===== src/rtl/pc_redirect.sv =====
`default_nettype none
// ============================================================================
//  Module      : pc_redirect
//  Description : Fetch-stage PC register with branch/jump delay-slot redirect,
//                exception/ERET override and a one-entry pending-redirect hold
//                used while the fetch stage is stalled.
//  Revision    : 1.0 - initial release
// ============================================================================
module pc_redirect #(
    parameter logic [31:0] RESET_PC = 32'hBFC0_0000,
    parameter int          EXC_PRIO = 1
) (
    input  logic        clk,
    input  logic        resetn,
    input  logic        stall_f,
    input  logic        stall_d,
    input  logic        branch_valid,
    input  logic        branch_taken,
    input  logic [31:0] branch_target,
    input  logic        jump_valid,
    input  logic [31:0] jump_target,
    input  logic        flush_exc,
    input  logic [31:0] exc_pc,
    output logic [31:0] pc_f,
    output logic        inst_req,
    output logic        ds_f,
    output logic        adel_f,
    output logic        pend_o
);

    localparam logic [0:0] ST_RUN  = 1'b0;
    localparam logic [0:0] ST_HOLD = 1'b1;

    // Nonzero EXC_PRIO lets an exception beat a same-cycle branch/jump redirect.
    localparam bit EXC_FIRST = (EXC_PRIO != 0);

    logic [0:0]  r_state;
    logic [31:0] r_pc;
    logic [31:0] r_pend_pc;

    logic        w_accept;
    logic        w_redir;
    logic [31:0] w_redir_target;
    logic        w_exc_take;
    logic        w_redirect_any;
    logic [31:0] w_next_target;

    // Decode a branch/jump acceptance and pick the winning redirect target.
    always_comb begin
        w_accept       = (branch_valid | jump_valid) & ~stall_d;
        // A jump always redirects; a branch only when taken. Jump wins if both.
        w_redir        = w_accept & (jump_valid | branch_taken);
        w_redir_target = jump_valid ? jump_target : branch_target;
        w_exc_take     = flush_exc & (EXC_FIRST | ~w_redir);
        w_redirect_any = w_exc_take | w_redir;
        w_next_target  = w_exc_take ? exc_pc : w_redir_target;
    end

    // PC register, pending-redirect register and RUN/HOLD state machine.
    always_ff @(posedge clk or negedge resetn) begin
        if (!resetn) begin
            r_pc      <= RESET_PC;
            r_state   <= ST_RUN;
            r_pend_pc <= 32'h0000_0000;
        end else begin
            case (r_state)
                ST_RUN: begin
                    if (!stall_f) begin
                        // The current pc_f is the delay slot; target follows it.
                        r_pc <= w_redirect_any ? w_next_target : (r_pc + 32'd4);
                    end else if (w_redirect_any) begin
                        r_pend_pc <= w_next_target;
                        r_state   <= ST_HOLD;
                    end
                end
                ST_HOLD: begin
                    if (!stall_f) begin
                        r_pc    <= flush_exc ? exc_pc : r_pend_pc;
                        r_state <= ST_RUN;
                    end else if (flush_exc) begin
                        // Only an exception may replace a held redirect.
                        r_pend_pc <= exc_pc;
                    end
                end
                default: begin
                    r_state <= ST_RUN;
                end
            endcase
        end
    end

    // Output decode; everything is quiet while reset is held.
    always_comb begin
        pc_f     = r_pc;
        inst_req = resetn & ~flush_exc;
        ds_f     = resetn & w_accept;
        adel_f   = resetn & (r_pc[1:0] != 2'b00);
        pend_o   = (r_state == ST_HOLD);
    end

endmodule
`default_nettype wire


===== config.mk =====
export PLATFORM = sky130hd
export DESIGN_NAME = pc_redirect
export DESIGN_NICKNAME = d
export VERILOG_FILES = /design/src/rtl/pc_redirect.sv
export SDC_FILE = /design/constraint.sdc
export NUM_CORES = 1
export LEC_CHECK = 0
export ABC_AREA = 1
export CORE_ASPECT_RATIO = 0.75
export CORE_MARGIN = 1
export CORE_UTILIZATION = 45
export CTS_BUF_LIST = sky130_fd_sc_hd__clkbuf_16
export DETAILED_ROUTE_END_ITERATION = 10
export PLACE_DENSITY = 0.76
export SYNTH_ARGS = -nofsm -noshare
export SYNTH_HDL_FRONTEND = slang
export SYNTH_SLANG_ARGS = --single-unit

===== constraint.sdc =====
create_clock -name clk -period 2.11 [get_ports clk]
set_input_delay 0.422 -clock clk [delete_from_list [all_inputs] [get_ports clk]]
set_output_delay 0.422 -clock clk [all_outputs]
set_load 0.05 [all_outputs]

# Yosys cells after proc, flatten, opt, wreduce, memory -nomap -nowiden
# Cells that the tools add are included.
dict set report op_classes {
  mux 15
  n_eq_ne 5
  reduce_logical 3
  addsub 1
  bitwise 11
}
# operator n
set op_table {}
lappend op_table {{32-bit 2-to-1 mux} 9}
lappend op_table {{32-bit case mux with 2 select lines} 2}
lappend op_table {{32-bit by 3-bit adder with 32-bit output, second input constant} 1}
lappend op_table {{2-bit inequality test, second input constant} 5}
lappend op_table {{1-bit AND} 5}
lappend op_table {{1-bit 2-to-1 mux} 3}
lappend op_table {{1-bit inverter} 3}
lappend op_table {{1-bit OR} 3}
lappend op_table {{3-bit AND reduction} 1}
lappend op_table {{1-bit case mux with 2 select lines} 1}
lappend op_table {{2-bit AND reduction} 1}
lappend op_table {{2-bit nonzero test} 1}
dict set report totals {
  out_inout_bits 36
  ff_bits 65
}

# Depth between registers and ports, before layout
# Gate-level depths: netlist of run 1.
dict set report depth {
  ltp_word 7
  depth_mapped 11
  ltp_nobuf 10
}

# Worst setup path after synthesis of run 1
# OpenSTA, ideal clock, no wires.
dict set report synth_path {
  kind {in2out}
  from {input port jump_valid}
  to {output port ds_f}
  slack_ps 12
  path_stages 3
  required_time_ps 1688
  t_arrival_ps 1676
  n_path_buf 1
  path_cell_list {buf_2 > nor2_1 > nor3_1}
}
dict set report synth_between {
  elab_chain_len 3
}
# item line_no
set synth_rtl {}
lappend synth_rtl {{from (decl)} 20} ;# input logic jump_valid,
lappend synth_rtl {{1-bit OR} 50} ;# w_accept = (branch_valid | jump_valid) & ~stall_d;
lappend synth_rtl {{1-bit AND} 50}
lappend synth_rtl {{1-bit AND} 96} ;# ds_f = resetn & w_accept;
lappend synth_rtl {{to (decl)} 26} ;# output logic ds_f,
# No other way between the ends.

# Worst setup path after layout of run 1
dict set report layout_path {
  from {register r_pc[30] (netlist: pc_f[30])}
  to {output port pc_f[30]}
}
# item line_no
set layout_lines {}
lappend layout_lines {{from (decl)} 38} ;# logic [31:0] r_pc;
lappend layout_lines {{from (signal assigned)} 70} ;# r_pc <= w_redirect_any ? w_next_target : (r_pc + 32'd4);
lappend layout_lines {{from (signal assigned)} 78} ;# r_pc <= flush_exc ? exc_pc : r_pend_pc;
lappend layout_lines {{to (decl)} 24} ;# output logic [31:0] pc_f,
# No word-level cell between the ends.

==> metrics.md, run 1 <==
| Metric | Value |
|---|---|
| Status | `finished, final reports clean` |
| Peak VDD IR | `0.3615 mV` |
| Drt wl/cell | `16.42 um` |
| GP Congestion | `0.9426` |
| Largest stage delay on the critical path | `850 ps` |
| Synthesized Nets | `887` |
| Area leader, netlist | `dfrtp_1` |
| Latest clock arrival within the worst-skew pair | `340 ps` |
| Register area | `0.001638 mm2` |
| CP Max Fanout | `5` |
| TritonRoute pass-1 iters | `5` |
| Actual slew at the worst max-slew pin | `876.9 ps` |
| TNS Setup | `0 ps` |
| Ratio of cells with drive above 1 in the final layout | `9.882%` |
| Die Ht | `91.57 um` |
| Fmax | `480.4 MHz` |
| Crit. End Element | `output port` |
| Pwr/cell area | `755.1 mW/mm2` |
| Final Skew | `7.902 ps` |
| Max-slew headroom | `41.54%` |
| Seq cells post-synth | `65` |
| Die X | `121.4 um` |
| RSZ-0062 raised after global routing | `false` |
| Share of the synthesized area in the top cell type | `29.11%` |
| Leak | `3.153 nW` |
| H-tree levels | `3` |
| Clock Tree Buf Depth | `2` |
| Drt first-iter violations | `494` |
| Mapped cell area | `0.004813 mm2` |
| Vias | `5924` |
| Core box area | `0.01033 mm2` |
| Min Tclk post-route | `2082 ps` |
| Die area | `0.01112 mm2` |
| Mapped Avg Cell Area | `6.155 um2` |
| Post-CTS Resized | `0` |
| Remaining DRCs | `0` |
| WP data arrival | `1660 ps` |
| IO buf count | `139` |
| Initial Utilization | `46.60%` |
| Hold-fix buffers, CTS | `0` |
| Final WL | `17520 um` |
| Cells along the critical path | `clkdlybuf4s50_1` |
| Async S/R FF share, synth | `100.0%` |
| Yosys warns | `0` |
| Syn-to-layout area delta | `41.98%` |
| GR Overflow Total | `0` |
| Hold Worst Slack | `342.3 ps` |
| Setup crit start kind | `flop` |
| Setup violators final | `0` |
| Maxcap violations | `0` |
| Final Hold Vio Count | `0` |
| Number of I/O pins | `140` |
| Vias in the first global route | `5657` |
| Total setup buffers inserted after CTS | `0` |
| Dpl cells | `1051` |
| Largest net degree at the start of global routing | `66` |
| CTS tree | `done` |
| Nets | `1031` |
| Multi-input logic area | `0.002840 mm2` |
| TritonCTS sink count | `65` |
| First-pass GRT wire length | `27990 um` |
| Netlist cell types | `32` |
| CP delay by family, top | `buffers and inverters` |
| Cell with the most instances after synthesis | `nand2_1` |
| Final Non-Filler Cells | `1067` |
| Buffer and inverter count on the worst path | `1` |
| Std cell rows | `32` |
| Slew Viols, Final | `0` |
| Worst Path Required | `1690 ps` |
| Synth top area cells | `dfrtp_1 (29%), nand2_1 (18%), nor2_1 (13%)` |
| Clock root cell | `clkbuf_16` |
| Post-detailed-route via-to-cell ratio | `5.552` |
| Period utilization | `98.66%` |
| GRT Total Usage | `32.52%` |
| Num CTS Buffers | `9` |
| Main synth FF type | `dfrtp_1` |
| Crit Path Class | `reg2out` |
| Dpl hpwl | `13040 um` |
| Worst Hold Class | `in2async` |
| Syn Inst Count | `782` |
| Clk pin slew, worst setup/hold paths | `60 ps` |
| Post-route ant nets | `0` |
| Slowest stage cell, crit path | `clkdlybuf4s50_1` |
| Final core occ | `66.16%` |
| Top post-synthesis cells by count | `nand2_1 (230), nor2_1 (166), o21ai_0 (67), a21oi_1 (60), dfrtp_1 (56)` |
| Sequential area share after synthesis | `34.03%` |
| Final WS setup | `28.28 ps` |
| EDFF count, synth | `0` |
| Antenna cells | `0` |
| Setup WS pre-CTS | `-107.6 ps` |
| FILL cells | `963` |
| Antenna violations before repair | `0` |
[metal layers]
| metal | wire length [um] | vias to the layer above | part of all wire [%] | GRT usage [%] |
|---|---|---|---|---|
| li1 | - | 2835 | - | - |
| met1 | 7824 | 2758 | 45 | 45.36 |
| met2 | 7872 | 311 | 45 | 51.61 |
| met3 | 1652 | 20 | 9.4 | 7.161 |
| met4 | 172 | 0 | 0.98 | 6.070 |
| met5 | 0 | - | 0 | 0 |
[final timing paths]
check	from	slack, ps	cells after the start	end
worst max-delay path	pc_f[30]	30	1	pc_f[30]
worst min-delay path	resetn	340	2	r_pend_pc[16]
min in group clk	r_pend_pc[10]	480	2	r_pend_pc[10]
worst max register to register	pc_f[2]	140	10	pc_f[30]
worst min register to register	r_pend_pc[10]	480	2	r_pend_pc[10]
max in group asynchronous	resetn	1190	2	r_pend_pc[29]
[through the flow]
step / power, W / instance area (um2)
floorplan: 0.002766 / 4813
global placement: 0.003514 / 6509
global route: 0.005391 / 6834
finish: 0.005160 / 6834
CTS: 0.005150 / 6819
detailed placement: 0.003554 / 6509
[kinds of logic (layout without fill, tap and decap cells)]
group | count (synthesis) | count (layout) | synth area share (%)
adder cells (fa/ha/maj) | 1 | 1 | 0.2599
flip-flops | 65 | 65 | 34.03
XOR/XNOR | 9 | 9 | 1.638
AND/OR/NAND/NOR | 472 | 472 | 39.69
buffers and inverters | 79 | 228 | 7.019
AO/OA/AOI/OAI | 156 | 156 | 17.36
[power breakdown]
group / switching (W) / internal, W / total (W)
registers: 0.000247 / 0.00147 / 0.00172
logic: 0.00114 / 0.000705 / 0.00185
clock network: 0.000572 / 0.00102 / 0.00159
[cell type report]
class | instances | share of cell area, %
clock buffer | 9 | 3.295
clock inverter | 7 | 1.245
inverter | 39 | 2.179
multi-input combinational | 638 | 41.56
sequential | 65 | 23.97
tap | 136 | 2.490
timing repair buffer | 173 | 25.27
[flip-flops by register name, summed over array words and instances, names as in the netlist]
register and cells:
pc_f 32, r_pend_pc 32, pend_o 1
[placed cells by master (no fill, tap or decap), drive strengths merged]
master         synthesis  layout
clkdlybuf4s50          0     107
nor2                 166     166
dfrtp                 56      56
clkinvlp               0       1
nor3b                  1       1
nand3                 41      41
o21a                   5       5
a31oi                  4       4
o22ai                  3       3
a21boi                 2       2
o21ai                 74      74
xnor2                  3       3
nand4                  4       4
and2                   6       6
dfstp                  9       9
buf                   19      61
inv                   39      39
or2                    1       1
nand2                234     234
clkbuf                21       9
nor3                  15      15
a21oi                 61      61
bufinv                 0       2
ha                     1       1
a22oi                  1       1
o211ai                 6       6
nand3b                 4       4
xor2                   6       6
clkinv                 0       4
dlymetal6s2s           0       5
(Power assumes the default switching activity.)
==> inputs of run 2 (changes only) <==
- CORE_ASPECT_RATIO: 0.75 -> 0.7
- GPL_TIMING_DRIVEN: default -> 0
==> metrics.md, run 2 (synthesized netlist as in run 1, its figures left out) <==
| Metric | Value |
|---|---|
| Clock root cell | `clkbuf_16` |
| TritonCTS sink count | `65 (unchanged)` |
| Post-route ant nets | `0 (unchanged)` |
| Dpl cells | `1051 (unchanged)` |
| Final Skew | `8.726 ps (+0.8236 ps)` |
| Largest stage delay on the critical path | `860 ps (about the same)` |
| Vias | `6007 (+1.4%)` |
| Drt wl/cell | `17.57 um (+7.0%)` |
| Commonest cells after routing, fill and taps aside | `nand2_1 (230), nor2_1 (165), clkdlybuf4s50_1 (115)` |
| GRT Total Usage | `33.63% (+1.1 points)` |
| Die Ht | `88.53 um (-3.3%)` |
| Actual slew at the worst max-slew pin | `940.7 ps (+63.82 ps)` |
| Slowest stage cell, crit path | `clkdlybuf4s50_1` |
| Min Tclk post-route | `2102 ps (+19.82 ps)` |
| Total setup buffers inserted after CTS | `0 (unchanged)` |
| Setup violators final | `0 (unchanged)` |
| Dpl hpwl | `14240 um (+9.2%)` |
| Latest clock arrival within the worst-skew pair | `350 ps (about the same)` |
| Vias in the first global route | `5492 (-2.9%)` |
| Final Non-Filler Cells | `1070 (+0.28%)` |
| TritonRoute pass-1 iters | `11 (+6)` |
| Crit Path Class | `reg2out` |
| Final WS setup | `8.457 ps (-19.82 ps)` |
| WP data arrival | `1680 ps (+20 ps)` |
| Maxcap violations | `0 (unchanged)` |
| Antenna cells | `0 (unchanged)` |
| Post-route cell area | `0.006749 mm2 (-1.2%)` |
| Slew Viols, Final | `0 (unchanged)` |
| Pwr/cell area | `764.6 mW/mm2 (+1.3%)` |
| Period utilization | `99.60% (+0.94 points)` |
| RSZ-0062 raised after global routing | `false` |
| Failing checks | `design-rule violations` |
| Setup crit start kind | `flop` |
| Leak | `3.089 nW (-2.0%)` |
| Drt first-iter violations | `507 (+2.6%)` |
| Syn-to-layout area delta | `40.21%` |
| Peak VDD IR | `0.4751 mV (+31%)` |
| DP Area | `0.006347 mm2 (-2.5%)` |
| Buffer and inverter count on the worst path | `1 (unchanged)` |
| Cells along the critical path | `clkdlybuf4s50_1` |
| Worst Path Required | `1690 ps (about the same)` |
| Number of I/O pins | `140 (unchanged)` |
| Crit. End Element | `output port` |
| Final WL | `18800 um (+7.3%)` |
| CP delay by family, top | `buffers and inverters` |
| Core box area | `0.01036 mm2 (+0.25%)` |
| First-pass GRT wire length | `28310 um (+1.2%)` |
| CTS tree | `done` |
| Max-slew headroom | `37.08% (-4.5 points)` |
| Hold Worst Slack | `80.79 ps (-261.5 ps)` |
| Remaining DRCs | `6 (+6)` |
| Final Hold Vio Count | `0 (unchanged)` |
| Nets | `1038 (+0.68%)` |
| Largest net degree at the start of global routing | `67 (+1.5%)` |
| IO buf count | `137 (-1.4%)` |
| Post-detailed-route via-to-cell ratio | `5.614 (+1.1%)` |
| Total power | `0.005160 W (about the same)` |
| Fmax | `475.8 MHz (-0.94%)` |
| Clk pin slew, worst setup/hold paths | `60 ps (about the same)` |
| Worst Hold Class | `in2async` |
| Std cell rows | `31 (-3.1%)` |
| GR Overflow Total | `0 (unchanged)` |
| Antenna violations before repair | `0 (unchanged)` |
| H-tree levels | `3 (unchanged)` |
| Initial Utilization | `46.48% (-0.12 points)` |
| Die area | `0.01112 mm2 (about the same)` |
| Die X | `125.6 um (+3.5%)` |
| Clock Tree Buf Depth | `2 (unchanged)` |
| Commonest non-fill, non-tap cell in the layout | `nand2_1` |
| GP Congestion | `0.9729 (+3.2%)` |
| Ratio of cells with drive above 1 in the final layout | `5.970% (-3.9 points)` |
| CP Max Fanout | `5 (unchanged)` |
| Num CTS Buffers | `9 (unchanged)` |
| Setup WS pre-CTS | `-712.8 ps (-605.2 ps)` |
| Status | `complete, but fails checks` |
-- run 2: cell count changes in the layout (fill, tap and decap cells not counted), moves of 2 or more --
| cell | previous run | this run |
|---|---|---|
| buf_1 | 0 | 2 |
| buf_12 | 11 | 1 |
| buf_2 | 1 | 13 |
| buf_4 | 49 | 0 |
| buf_6 | 0 | 3 |
| clkbuf_1 | 0 | 17 |
| clkbuf_2 | 0 | 5 |
| clkdlybuf4s50_1 | 107 | 115 |
| clkinv_1 | 2 | 0 |
| clkinv_2 | 2 | 0 |
| dlygate4sd2_1 | 0 | 10 |
| dlygate4sd3_1 | 0 | 2 |
| dlymetal6s2s_1 | 5 | 9 |
-- run 2: per-layer routing --
layer / share of wire (%) / routed length [um] / GRT usage (%) / up-vias
li1: - / - / - / 2840
met1: 44 / 8314 / 45.26 / 2751
met2: 42 / 7926 / 53.13 / 382
met3: 12 / 2245 / 10.34 / 34
met4: 1.6 / 310 / 8.204 / 0
met5: 0 / 0 / 0 / -
-- run 2: worst paths after layout --
kind | startpoint | endpoint | slack (ps) | cells past startpoint
max | pc_f[2] | pc_f[2] | 8 | 1
min | resetn | pc_f[27] | 80 | 1
max reg2reg | pend_o | pc_f[20] | 70 | 7
min reg2reg | r_pend_pc[19] | r_pend_pc[19] | 490 | 2
max in group asynchronous | resetn | pc_f[13] | 670 | 2
min in group clk | r_pend_pc[19] | r_pend_pc[19] | 490 | 2
-- run 2: power by group --
part / leakage (nW) / internal (W) / switching [W]
combinational: 2.18 / 0.000655 / 0.00116
sequential: 0.754 / 0.00147 / 0.000235
clock: 0.153 / 0.00104 / 0.000605
total: 3.09 / 0.00316 / 0.00200
-- run 2: through the flow --
step	utilization (%)	TNS (ps)
after floorplan	-	0
after global placement	61.31	-114630
after detailed placement	61.29	-14000
after CTS	64.37	0
after global routing	65.17	0
final	65.17	0
-- run 2: area by class of cell --
cell class                      instances  area [um2]
Fill cell                             932        3607
Multi-Input combinational cell        638        2840
Sequential cell                        65        1638
Timing Repair Buffer                  140        1440
Clock buffer                            9       225.2
Buffer                                 40       195.2
Tap cell                              132       165.2
Inverter                               39       148.9
Clock inverter                          7       96.34
-- run 2: what timing repair did --
item / 4_1_cts / 5_1_grt
endpoints found under the setup margin: 17 / 43
endpoints found under the hold margin: 0 / 4
resized for setup: 19 / 18
pin swaps: 0 / 0
hold buffers: 0 / 3
gates cloned: 0 / 0
